<file path="config.mk">
export PLATFORM = sky130hd
export DESIGN_NAME = mod_seven_segment_scanner
export DESIGN_NICKNAME = d
export VERILOG_FILES = /design/src/rtl/seg7_pkg.sv /design/src/rtl/mod_seg_glyph.sv /design/src/rtl/mod_seven_segment_scanner.sv
export SDC_FILE = /design/constraint.sdc
export NUM_CORES = 1
export LEC_CHECK = 0
export ABC_CLOCK_PERIOD_IN_PS = 4200
export BUFFER_PORTS_ARGS = -buffer_cell sky130_fd_sc_hd__buf_2
export CAP_MARGIN = 20
export CELL_PAD_IN_SITES_DETAIL_PLACEMENT = 0
export CELL_PAD_IN_SITES_GLOBAL_PLACEMENT = 1
export CORE_ASPECT_RATIO = 1.75
export CORE_MARGIN = 8
export CORE_UTILIZATION = 25
export CTS_CLUSTER_DIAMETER = 120
export DETAILED_ROUTE_END_ITERATION = 7
export PLACE_DENSITY_LB_ADDON = 0.2
export RECOVER_POWER = 100
export SYNTH_ARGS = -nofsm -noshare
export SYNTH_HDL_FRONTEND = slang
export SYNTH_SLANG_ARGS = --single-unit
</file>
<file path="constraint.sdc">
create_clock -name clk -period 4.2 [get_ports clk]
set_input_delay 0 -clock clk [delete_from_list [all_inputs] [get_ports clk]]
set_output_delay 0 -clock clk [all_outputs]
set_load 0.02 [all_outputs]
</file>
<file path="src/rtl/seg7_pkg.sv">
// seg7_pkg: shared seven-segment glyph constants and scanner controller state encoding
package seg7_pkg;
    typedef enum logic [1:0] {ST_IDLE, ST_CONVERT, ST_COMMIT} state_t;
    localparam logic [6:0] GLYPH_DASH  = 7'b1111110;
    localparam logic [6:0] GLYPH_BLANK = 7'b1111111;
    localparam logic [15:0][6:0] GLYPH_HEX = {
        7'b0111000, 7'b0110000, 7'b1000010, 7'b0110001,
        7'b1100000, 7'b0001000, 7'b0001100, 7'b0000000,
        7'b0001111, 7'b0100000, 7'b0100100, 7'b1001100,
        7'b0000110, 7'b0010010, 7'b1001111, 7'b0000001
    };
endpackage

</file>
<file path="src/rtl/mod_seg_glyph.sv">
// mod_seg_glyph: nibble/blank/dash/dp to active-low {A..G,Dp} cathode pattern
module mod_seg_glyph
    import seg7_pkg::*;
(
    input  logic [3:0] nibble,
    input  logic       blank,
    input  logic       dash,
    input  logic       dp,
    output logic [7:0] cathode
);
    always_comb cathode = {dash ? GLYPH_DASH : blank ? GLYPH_BLANK : GLYPH_HEX[nibble], ~dp};
endmodule

</file>
<file path="src/rtl/mod_seven_segment_scanner.sv">
// mod_seven_segment_scanner: hex/decimal value capture, shift-add-3 conversion and multiplexed digit scan
module mod_seven_segment_scanner
    import seg7_pkg::*;
#(
    parameter int NUM_DIGITS  = 4,
    parameter int BIN_W       = 14,
    parameter int REFRESH_DIV = 100000
) (
    input  logic                  clk,
    input  logic                  reset,
    input  logic                  in_valid,
    output logic                  in_ready,
    input  logic [BIN_W-1:0]      in_value,
    input  logic                  in_mode,
    input  logic [NUM_DIGITS-1:0] in_dp,
    input  logic                  in_blank_lz,
    output logic [NUM_DIGITS-1:0] rg_anode,
    output logic [7:0]            rg_cathode,
    output logic                  overflow
);
    localparam int DW = 4 * NUM_DIGITS;
    localparam int CW = $clog2(BIN_W + 1);
    localparam int RW = $clog2(REFRESH_DIV);
    localparam int IW = NUM_DIGITS > 1 ? $clog2(NUM_DIGITS) : 1;

    state_t                state_q, state_d;
    logic                  in_ready_q, in_ready_d;
    logic [BIN_W-1:0]      sh_q, sh_d;
    logic [DW-1:0]         bcd_q, bcd_d;
    logic                  ovf_q, ovf_d;
    logic [CW-1:0]         cnt_q, cnt_d;
    logic                  mode_q, mode_d;
    logic [NUM_DIGITS-1:0] pdp_q, pdp_d;
    logic                  blz_q, blz_d;
    logic [DW-1:0]         nib_q, nib_d;
    logic [NUM_DIGITS-1:0] bdp_q, bdp_d;
    logic [NUM_DIGITS-1:0] blank_q, blank_d;
    logic                  dash_q, dash_d;
    logic                  overflow_q, overflow_d;
    logic [RW-1:0]         rcnt_q, rcnt_d;
    logic [IW-1:0]         idx_q, idx_d;
    logic [IW-1:0]         cur_q, cur_d;
    logic                  on_q, on_d;
    logic [NUM_DIGITS-1:0] anode_q, anode_d;
    logic [7:0]            cathode_q, cathode_d;
    logic [DW-1:0]         adj, commit_nib;
    logic [NUM_DIGITS-1:0] commit_blank;
    logic                  seen, tc;
    logic [7:0]            glyph;

    always_comb begin
        for (int i = 0; i < NUM_DIGITS; i++)
            adj[4*i +: 4] = bcd_q[4*i +: 4] >= 4'd5 ? bcd_q[4*i +: 4] + 4'd3 : bcd_q[4*i +: 4];
        commit_nib = mode_q ? bcd_q : DW'(sh_q);
        seen = 1'b0;
        for (int i = NUM_DIGITS - 1; i >= 0; i--) begin
            seen = seen | (commit_nib[4*i +: 4] != 4'd0) | (i == 0);
            commit_blank[i] = blz_q & ~seen;
        end
    end

    // bits shifted out of the top BCD digit mean the value needs more digits than the display has
    always_comb begin
        state_d    = state_q;
        sh_d       = sh_q;
        bcd_d      = bcd_q;
        ovf_d      = ovf_q;
        cnt_d      = cnt_q;
        mode_d     = mode_q;
        pdp_d      = pdp_q;
        blz_d      = blz_q;
        nib_d      = nib_q;
        bdp_d      = bdp_q;
        blank_d    = blank_q;
        dash_d     = dash_q;
        overflow_d = overflow_q;
        if (state_q == ST_IDLE && in_valid && in_ready_q) begin
            sh_d    = in_value;
            mode_d  = in_mode;
            pdp_d   = in_dp;
            blz_d   = in_blank_lz;
            bcd_d   = '0;
            ovf_d   = 1'b0;
            cnt_d   = '0;
            state_d = in_mode ? ST_CONVERT : ST_COMMIT;
        end else if (state_q == ST_CONVERT) begin
            bcd_d   = {adj[DW-2:0], sh_q[BIN_W-1]};
            ovf_d   = ovf_q | adj[DW-1];
            sh_d    = sh_q << 1;
            cnt_d   = cnt_q + 1'b1;
            state_d = cnt_q == CW'(BIN_W - 1) ? ST_COMMIT : ST_CONVERT;
        end else if (state_q == ST_COMMIT) begin
            state_d    = ST_IDLE;
            nib_d      = commit_nib;
            dash_d     = mode_q & ovf_q;
            overflow_d = mode_q & ovf_q;
            bdp_d      = mode_q & ovf_q ? '0 : pdp_q;
            blank_d    = commit_blank;
        end
        in_ready_d = state_d == ST_IDLE;
    end

    always_comb begin
        tc        = rcnt_q == RW'(REFRESH_DIV - 1);
        rcnt_d    = tc ? '0 : rcnt_q + 1'b1;
        idx_d     = tc ? (idx_q == IW'(NUM_DIGITS - 1) ? '0 : idx_q + 1'b1) : idx_q;
        cur_d     = tc ? idx_q : cur_q;
        on_d      = on_q | tc;
        anode_d   = tc ? ~(NUM_DIGITS'(1) << idx_q) : anode_q;
        cathode_d = on_d ? glyph : 8'hFF;
    end

    mod_seg_glyph u_glyph (
        .nibble  (nib_q[4*cur_d +: 4]),
        .blank   (blank_q[cur_d]),
        .dash    (dash_q),
        .dp      (bdp_q[cur_d]),
        .cathode (glyph)
    );

    always_ff @(posedge clk or negedge reset) begin
        if (!reset) begin
            state_q    <= ST_IDLE;
            in_ready_q <= 1'b0;
            sh_q       <= '0;
            bcd_q      <= '0;
            ovf_q      <= 1'b0;
            cnt_q      <= '0;
            mode_q     <= 1'b0;
            pdp_q      <= '0;
            blz_q      <= 1'b0;
            nib_q      <= '0;
            bdp_q      <= '0;
            blank_q    <= '0;
            dash_q     <= 1'b1;
            overflow_q <= 1'b0;
            rcnt_q     <= '0;
            idx_q      <= '0;
            cur_q      <= '0;
            on_q       <= 1'b0;
            anode_q    <= '1;
            cathode_q  <= 8'hFF;
        end else begin
            state_q    <= state_d;
            in_ready_q <= in_ready_d;
            sh_q       <= sh_d;
            bcd_q      <= bcd_d;
            ovf_q      <= ovf_d;
            cnt_q      <= cnt_d;
            mode_q     <= mode_d;
            pdp_q      <= pdp_d;
            blz_q      <= blz_d;
            nib_q      <= nib_d;
            bdp_q      <= bdp_d;
            blank_q    <= blank_d;
            dash_q     <= dash_d;
            overflow_q <= overflow_d;
            rcnt_q     <= rcnt_d;
            idx_q      <= idx_d;
            cur_q      <= cur_d;
            on_q       <= on_d;
            anode_q    <= anode_d;
            cathode_q  <= cathode_d;
        end
    end

    assign in_ready   = in_ready_q;
    assign rg_anode   = anode_q;
    assign rg_cathode = cathode_q;
    assign overflow   = overflow_q;
endmodule

</file>
; Word-level counts from Yosys, hierarchy flattened
; Memory sizes are Yosys's and may differ from the RTL's.
; Index checks and enable logic that the tools add are counted.
[classes]
n_mux = 30
bitwise = 15
n_eq_ne = 5
n_reduce_logical = 9
addsub = 7
n_shift = 2
order_cmp = 6
[op_table]
columns = operator, n
row1 = $mux 16, 3
row2 = $mux 14, 2
row3 = $mux 4, 7
row4 = $mux 7, 3
row5 = $add 17x1->17 const B, 1
row6 = $eq 17x17->1 const B, 1
row7 = $mux 17, 1
row8 = $add 4x2->4 const B, 4
row9 = $ge 4x3->1 const B, 4
row10 = $shiftx 16x5->4, 1
row11 = $mux 2, 7
row12 = $reduce_bool 4->1, 3
row13 = $mux 8, 1
row14 = $not 1->1, 6
row15 = $lt 4x5->1 const B, 1
row16 = $add 4x1->4 const B, 1
row17 = $and 1x1->1, 4
row18 = $bmux 1 s2, 2
row19 = $eq 2x2->1 const B, 2
row20 = $eq 4x4->1 const B, 1
row21 = $logic_not 2->1, 2
row22 = $mux 1, 4
row23 = $not 4->4, 1
row24 = $or 1x1->1, 4
row25 = other kinds (7), 8
[totals]
out_inout_bits = 14
mem_bits_ro = 112
n_memories = 1
wordCells = 95
register_bits = 103
[memory_table]
columns = memory, words, word_bits, read_ports, rd_ports_with_merged_regs, wr, line_no
row1 = (name not given), 16, 7, 1, 0, 0, mod_seg_glyph.sv:11  ; always_comb cathode = {dash ? GLYPH_DASH : blank ? GLYPH_BLANK : GLYPH_HEX[nibble], ~dp};

; Depth between registers and ports, before layout
; Gate-level depths: netlist of the first run.
[depth]
word_depth = 8
ltp_mapped = 14
depth_no_buf = 12

; Modules after synthesis
; Synthesis of the first run repeated with hierarchy kept, for this count alone.
[unflattened]
cells_unflattened = 539
hier_area_um2 = 5245.0
[by_module_without_submodules]
columns = module, cells_per_inst, instances, area_per_inst_um2
row1 = mod_seven_segment_scanner, 499, 1, 4951.0
row2 = mod_seg_glyph, 40, 1, 294.0

; Worst setup path after synthesis of the first run
; No wires, ideal clock.
[synth_path]
path_kind = reg-to-reg
from = reg rcnt_q[0]
to = reg cathode_q[1], in the netlist rg_cathode[1]
n_path_buf = 2
setup_time_ns = 0.089
stages_incl_launch_ff = 14
required_ns = 4.111
slack_ns = 1.278
arrival_time_ns = 2.832
synth_period_minus_slack_ns = 2.922
cell_sequence = dfrtp_1 -> ha_1 -> and4_1 -> buf_6 -> and4_4 -> mux2i_4 -> buf_6 -> mux2_2 -> o21ai_2 -> inv_1 -> ha_1 -> mux2_4 -> nand3b_1 -> o211ai_1
[synth_via]
elab_chain_cells = 8
elab_cells_between_ends = 11
[synth_lines]
columns = element, line_no
row1 = from (decl), mod_seven_segment_scanner.sv:40  ; logic [RW-1:0] rcnt_q, rcnt_d;
row2 = from (signal assigned), mod_seven_segment_scanner.sv:158  ; rcnt_q <= rcnt_d;
row3 = $eq 17x17->1 *, mod_seven_segment_scanner.sv:104  ; tc = rcnt_q == RW'(REFRESH_DIV - 1);
row4 = $mux 2, mod_seven_segment_scanner.sv:107  ; cur_d = tc ? idx_q : cur_q;
row5 = $shiftx 16x5->4, mod_seven_segment_scanner.sv:114  ; .nibble (nib_q[4*cur_d +: 4]),
row6 = $mem_v2 16x7, -
row7 = $mux 7 (implied by the code), mod_seg_glyph.sv:11
row8 = $mux 7 (2 in a row), mod_seg_glyph.sv:11
row9 = $mux 8 *, mod_seven_segment_scanner.sv:110  ; cathode_d = on_d ? glyph : 8'hFF;
row10 = via cathode_d[1], mod_seven_segment_scanner.sv:45  ; logic [7:0] cathode_q, cathode_d;
row11 = to (signal assigned), mod_seven_segment_scanner.sv:163  ; cathode_q <= cathode_d;
row12 = to (decl), mod_seven_segment_scanner.sv:45
; The timed path passes the listed nets; every way through them passes the cells marked *. The select of a mux whose other input is x is not followed.
; A chain may end at the register's enable or synchronous reset.

; Worst setup path after layout of the first run
[layout_path]
from = reg rcnt_q[0]
to = reg cathode_q[2], in the netlist rg_cathode[2]
[layout_via]
elab_chain_cells = 8
elab_cells_between_ends = 11
[layout_lines]
columns = element, line_no
row1 = $eq 17x17->1 *, mod_seven_segment_scanner.sv:104
row2 = $mux 2 *, mod_seven_segment_scanner.sv:107
row3 = via cur_d[1], mod_seven_segment_scanner.sv:42  ; logic [IW-1:0] cur_q, cur_d;
row4 = $shiftx 16x5->4, mod_seven_segment_scanner.sv:114
row5 = $mem_v2 16x7, -
row6 = $mux 7 (implied by the code), mod_seg_glyph.sv:11
row7 = $mux 7 * (2 in a row), mod_seg_glyph.sv:11
row8 = $mux 8 *, mod_seven_segment_scanner.sv:110
row9 = via cathode_d[2], mod_seven_segment_scanner.sv:45
; Marked as above.

==> results.txt, run 1 <==
----------------------------------------------------
[Finish]
  Final layout net count ... 594
  Number of diodes ... 0
  Number of fillers in the final layout ... 2141
  Final Util ... 29.73%
  Final cell area excluding filler cells ... 0.006007 mm²
  Growth of design area from synthesis to finish ... 17.59%
  Fraction of final layout cells sized beyond drive strength 1 ... 12.43%

[Synth]
  Leading cell types by total area after synthesis ... dfrtp_1 (44%), dfstp_2 (6.7%), nand2_1 (6.6%)
  Warnings, synthesis ... 0
  Part of the Yosys area used for sequential elements ... 50.77%
  Average cell area after synthesis ... 10.26 µm²
  EDFF count, synth ... 0
  Flops & latches, synth ... 103
  Synth area leader ... dfrtp_1
  Cell count after synthesis ... 498
  Cell types with the highest counts after synthesis ... dfrtp_1 (90), nand2_1 (90), o21ai_0 (40), mux2i_1 (29), nor2_1 (22)
  Async set-reset flop share out of synthesis ... 100.0%
  Net count after synthesis ... 542
  Proportion of netlist area held by the largest area contributor ... 44.09%
  Distinct cell type count of the synthesized netlist ... 52
  Most frequently used flop master after synthesis ... dfrtp_1
  Post-synth design cell area ... 0.005109 mm²

[Setup path]
  Req. time, crit path ... 4460 ps
  CP Max Fanout ... 12
  Critical path launch point type ... flop
  Crit path buf inv count ... 1
  Critical path capture point type ... flop
  Longest individual stage delay on the worst path ... 650 ps
  Reg-to-reg slack, setup ... 660 ps
  Cell count of the worst reg-to-reg path ... 9
  Critical-path top delay cell ... mux2i_2
  Launching instance or port of the critical path ... rcnt_q[0]
  Cell-by-cell trace of the critical path ... ha_1, and4_1, nand4_1, mux2i_1, inv_1, mux2i_2, mux2_1, nand2_1, o311ai_1
  Launch point of the worst reg-to-reg path ... rcnt_q[0]
  Worst setup path end ... rg_cathode[2]
  Crit Reg-Reg Endpoint ... rg_cathode[2]
  CP Depth ... 9
  Worst path arrival time ... 3800 ps
  Crit path max-delay family ... multiplexers
  Start-to-end type of the worst setup path ... flop to flop

[Pwr]
  Static power due to leakage ... 2.840 nW
  Clk pwr share ... 45.5%
  Int Power ... 0.001475 W
  Total power divided by cell area ... 316.8 mW/mm²
  Sw Pwr ... 0.0004274 W
  Worst IR drop on VDD ... 0.1406 mV
  Flop pwr share ... 52.1%
  Relative contribution of combinational cells to total power ... 2.4%
  Share of total power consumed by net switching ... 22.46%
  Total Power ... 0.001903 W

[Die]
  Die height ... 205.1 µm
  Die Outline Area ... 0.02545 mm²
  # IOs ... 37
  Standard-cell rows ... 69
  Starting Density ... 25.29%
  Standard cell core area ... 0.02020 mm²
  X dimension of the die ... 124.1 µm

[CTS]
  Later-pin clock latency in the skew report ... 360 ps
  Post-CTS repair timing setup buffer count ... 0
  Sinks on Clock Net ... 103
  Post-CTS clock slew at the launch and capture registers of the worst setup and hold paths ... 70 ps
  Htree depth ... 3
  Maximum clock path buffer count ... 2
  CTS Buf Count ... 9
  Clock tree from TritonCTS ... built
  Root buffer selected by CTS ... clkbuf_16

[Routing]
  Detailed Routing Iterations Pass 1 ... 4
  Remaining antenna violation count after routing ... 0
  Total Routed Length ... 12.32 mm
  Remaining design rule violation count ... 0
  DRC marker count from the first detailed-route iteration ... 133
  Routed WL per cell ... 15.34 µm
  Via count of the routed design ... 3673
  Vias per std cell ... 4.574

[Timing]
  Portion of the clock cycle consumed by the worst path in the final layout ... 84.32%
  Final Skew ... 9.281 ps
  Timing-limited maximum frequency ... 282.4 MHz
  Setup repair after global routing missed its margin ... no
  Minimum clock period ... 3541 ps
  Final hold violation count ... 0
  Worst hold slack ... 348.6 ps
  Setup Total Neg Slack ... 0 ps
  Pins over their slew limit ... 147
  Relative max-transition margin ... -29.84%
  Pin slew with the least headroom to its limit ... 1948 ps
  Setup violators final ... 0

[Hold path]
  HP Start ... in_valid
  Worst min-delay path class ... primary input to flop

[Global routing]
  Largest net degree at the start of global routing ... 69
  Wire length of the first global-routing pass ... 20.22 mm
  GR Overflow Total ... 0
  Initial antenna violation count ... 0
  Total Routing Usage GR ... 10.29%
  Vias in the first global route ... 3815

[Placement]
  DP Area ... 0.005543 mm²
  Number of buffers added on ports ... 36
  DPL Wire Length ... 8.862 mm
  RePlAce Congestion ... 0.7021

[Status]
  Violations in the final reports ... capacitance limit, slew limit
  Result of the run ... finished with violations

[Flow run]
  # Max-Cap Violations ... 3

----------------------------------------------------
==> power groups by stage <==
stage | Sequential [W] | Clock (W) | Combinational [W]
finish | 0.000992 | 0.000866 | 0.0000452
global route | 0.000991 | 0.000929 | 0.0000524
CTS | 0.000991 | 0.000900 | 0.0000487
detailed placement | 0.00101 | 0 | 0.0000332
global placement | 0.00101 | 0 | 0.0000331
floorplan | 0.00101 | 0 | 0.000000199
==> kinds of logic after synthesis <==
group           share of synthesized area, %
buf+inv                                3.600
flops                                  50.77
mux                                    9.062
simple gates                           15.70
compound gates                         11.61
xor+xnor                               4.115
fa+ha+maj                              5.143
==> per-layer routing <==
layer / track usage, % / vias up / wire, µm
met5: 0 / - / 0
met4: 5.126 / 0 / 261
met3: 1.545 / 14 / 248
met2: 18.67 / 37 / 6804
met1: 11.14 / 1787 / 5006
li1: - / 1835 / -
==> stage by stage <==
stage	worst slack [ps]	cells
floorplan	1278	498
global placement	868.7	765
detailed placement	734.5	765
CTS	696.7	803
global route	233.3	803
finish	658.7	803
==> sequential cells by signal, summed over array words and instances (netlist names), 2 cells and up <==
name	cells
pdp_q	4
rg_cathode	8
rg_anode	4
state_q	2
sh_q	14
nib_q	16
bcd_q	16
bdp_q	4
cur_q	2
rcnt_q	17
idx_q	2
blank_q	3
cnt_q	4
==> cell usage in the layout (no fill, tap or decap), types with 9 or more instances in the layout <==
master / count
xnor2_1: 9
inv_1: 19
o22ai_1: 10
clkbuf_16: 9
xor2_1: 15
a21oi_1: 12
nor2_1: 22
buf_2: 21
nand2_1: 90
nand3_1: 13
dlygate4sd3_1: 22
clkbuf_1: 17
dfstp_2: 13
nand2b_1: 9
ha_1: 21
mux2i_1: 30
dfrtp_1: 90
a22oi_1: 12
o21ai_0: 41
==> cell type report <==
cell class / count / area [µm²] / share of cell area [%]
Tap cell: 248 / 310.3 / 5.166
Multi-Input combinational cell: 352 / 2313 / 38.51
Clock buffer: 9 / 225.2 / 3.749
Inverter: 20 / 75.07 / 1.250
Clock inverter: 7 / 72.57 / 1.208
Sequential cell: 103 / 2594 / 43.18
Timing Repair Buffer: 64 / 416.7 / 6.936
==> repair_timing <==
| item | 4_1_cts | 5_1_grt |
|---|---|---|
| hold buffers | 22 | 0 |
| hold endpoints to repair | 87 | 0 |
| resized for setup | 0 | 0 |
==> worst min path at each step <==
stage,to,slack (ps),depth (start not counted)
global placement,idx_q[0],200,1
global route,blz_q,420,3
floorplan,bcd_q[0],-300,0
detailed placement,idx_q[1],210,1
finish,sh_q[10],350,6
CTS,sh_q[10],270,6
==> worst register-to-register path, stage by stage, from the launching register on <==
cell and delay, ps:
dfrtp_1 390, ha_1 220, and4_1 320, nand4_1 460, mux2i_1 570, inv_1 280
mux2i_2 650, mux2_1 390, nand2_1 70, o311ai_1 90
No activity file was read; power rests on OpenSTA's default activity.
==> run 2, diff against run 1 <==
--- a/config.mk
+++ b/config.mk
@@ -5,7 +5,7 @@
 export SDC_FILE = /design/constraint.sdc
 export NUM_CORES = 1
 export LEC_CHECK = 0
-export ABC_CLOCK_PERIOD_IN_PS = 4200
+export ABC_CLOCK_PERIOD_IN_PS = 3450
 export BUFFER_PORTS_ARGS = -buffer_cell sky130_fd_sc_hd__buf_2
 export CAP_MARGIN = 20
 export CELL_PAD_IN_SITES_DETAIL_PLACEMENT = 0
==> constraint.sdc (replaced) <==
create_clock -name clk -period 3.45 [get_ports clk]
set_input_delay 0 -clock clk [delete_from_list [all_inputs] [get_ports clk]]
set_output_delay 0 -clock clk [all_outputs]
set_load 0.02 [all_outputs]
==> run 2 against run 1 <==
The run still ends with capacitance limit, slew limit left. First-iteration DRC count up 8.3%. Register-to-register slack worse by 350 ps. Critical endpoint is now rg_cathode[1]. Non-clock buffer count is 5 higher. Die area stayed put. Final cell count up 0.50%. Worst hold slack improved by 38 ps.
==> results.txt, run 2 (synthesis results as in run 1) <==
----------------------------------------------------
[Timing]
  Timing-limited maximum frequency ... 318.2 MHz
  Setup Total Neg Slack ... 0 ps
  Portion of the clock cycle consumed by the worst path in the final layout ... 91.09%
  Minimum clock period ... 3143 ps
  Setup violators final ... 0
  Pin slew with the least headroom to its limit ... 2620 ps
  Final Skew ... 7.978 ps
  Relative max-transition margin ... -74.69%
  Worst hold slack ... 386.9 ps
  Setup repair after global routing missed its margin ... no
  Final hold violation count ... 0
  Pins over their slew limit ... 145

[Pwr]
  Worst IR drop on VDD ... 0.1978 mV
  Total power divided by cell area ... 389.7 mW/mm²
  Static power due to leakage ... 2.872 nW

[Die]
  Die height ... 205.1 µm
  Standard-cell rows ... 69
  X dimension of the die ... 124.1 µm
  Die Outline Area ... 0.02545 mm²
  # IOs ... 37
  Starting Density ... 25.29%
  Standard cell core area ... 0.02020 mm²

[Routing]
  Total Routed Length ... 12.36 mm
  Vias per std cell ... 4.638
  DRC marker count from the first detailed-route iteration ... 144
  Remaining antenna violation count after routing ... 0
  Routed WL per cell ... 15.31 µm
  Detailed Routing Iterations Pass 1 ... 4
  Via count of the routed design ... 3743
  Remaining design rule violation count ... 0

[CTS]
  Maximum clock path buffer count ... 2
  Later-pin clock latency in the skew report ... 350 ps
  Post-CTS clock slew at the launch and capture registers of the worst setup and hold paths ... 70 ps
  Clock tree from TritonCTS ... built
  CTS Buf Count ... 9
  Sinks on Clock Net ... 103
  Htree depth ... 3
  Resize count post-CTS ... 0
  Root buffer selected by CTS ... clkbuf_16

[Finish]
  Max reg flops ... 17
  Fraction of final layout cells sized beyond drive strength 1 ... 13.06%
  Registers with the most flip-flops ... rcnt_q: 17 flops, bcd_q: 16 flops, nib_q: 16 flops
  Growth of design area from synthesis to finish ... 18.74%
  Largest reg by FF count ... rcnt_q
  Number of fillers in the final layout ... 2154
  Number of diodes ... 0
  Most used cells in the layout excluding fill and tap cells ... nand2_1 (90), dfrtp_1 (90), o21ai_0 (41)
  Final layout net count ... 599

[Setup path]
  Worst path arrival time ... 3400 ps
  Critical path capture point type ... flop
  Cell count of the worst reg-to-reg path ... 13
  Critical path launch point type ... flop
  Req. time, crit path ... 3710 ps
  Start-to-end type of the worst setup path ... flop to flop
  CP Max Fanout ... 6

[Global routing]
  Wire length of the first global-routing pass ... 20.67 mm
  Vias in the first global route ... 3978
  Met2 usage ... 18.52%
  Largest net degree at the start of global routing ... 104
  Met1 usage ... 11.97%
  GR met3 Demand/Resource ... 1.849%
  Global route hottest layer ... met2
  Initial antenna violation count ... 0
  GR Overflow Total ... 0
  Total Routing Usage GR ... 10.38%

[Placement]
  DPL Wire Length ... 8.672 mm
  RePlAce Congestion ... 0.7491
  Number of buffers added on ports ... 36

[Status]
  Result of the run ... finished with violations
  Violations in the final reports ... capacitance limit, slew limit

[Hold path]
  Worst hold path stage count ... 6
  Worst min-delay path class ... primary input to flop

[Flow run]
  # Max-Cap Violations ... 2

----------------------------------------------------
==> run 2: final timing paths <==
| path | start | to | slack [ps] |
|---|---|---|---|
| hold reg to reg | rg_anode[3] | rg_anode[3] | 480 |
| max in group asynchronous | reset | bdp_q[3] | 790 |
| setup / recovery | rcnt_q[0] | rg_cathode[1] | 310 |
| min in group asynchronous | reset | rcnt_q[3] | 1100 |
| setup reg to reg | rcnt_q[0] | rg_cathode[1] | 310 |
| hold / removal | in_valid | sh_q[11] | 390 |
==> run 2: worst max-delay path: stages, from the launching register on <==
cell,delay [ps]
dfrtp_1,390
ha_1,220
and4_1,310
and4_1,320
mux2i_4,310
clkbuf_2,230
mux2i_1,210
nand2_1,110
o21ai_2,140
inv_1,110
ha_1,250
mux2_4,280
nand3b_1,80
o211ai_1,90
==> run 2: layout make-up <==
class / count / area, µm² / share of cell area, %
multi-input cells: 352 / 2318 / 38.22
clock buffers: 11 / 242.7 / 4.002
repair buffers: 69 / 455.4 / 7.508
inverters: 20 / 75.07 / 1.238
flip-flops and latches: 103 / 2594 / 42.76
clock inverters: 4 / 70.07 / 1.155
well taps: 248 / 310.3 / 5.116
==> run 2: report_power, final <==
part / switching (W) / internal, W
Clock: 0.000451 / 0.000650
Sequential: 0 / 0.00121
Combinational: 0.0000299 / 0.0000248
==> run 2: routing by layer <==
metal | routed length (µm) | up-vias | share of wire (%)
met2 | 6676 | 37 | 54
met1 | 5218 | 1857 | 42
met3 | 296 | 10 | 2.4
met4 | 165 | 0 | 1.3
li1 | - | 1839 | -
met5 | 0 | - | 0
==> run 2: per-stage QoR <==
stage | total power (W) | utilization (%) | setup WS [ps] | std cells | instance area, µm²
6_report | 0.002364 | 30.03 | 307.3 | 807 | 6066
5_1_grt | 0.002453 | 30.03 | 63.00 | 807 | 6066
4_1_cts | 0.002416 | 30.29 | 329.8 | 806 | 6118
3_5_place_dp | 0.001273 | 27.65 | 345.8 | 769 | 5585
3_3_place_gp | 0.001272 | 27.65 | 426.4 | 769 | 5585
2_1_floorplan | 0.001231 | - | 528.3 | 498 | 5109
==> run 2: repair_timing <==
action	in CTS	in global routing
endpoints found under the hold margin	112	0
setup buffers	0	0
hold buffers	22	0
setup endpoints to repair	0	0
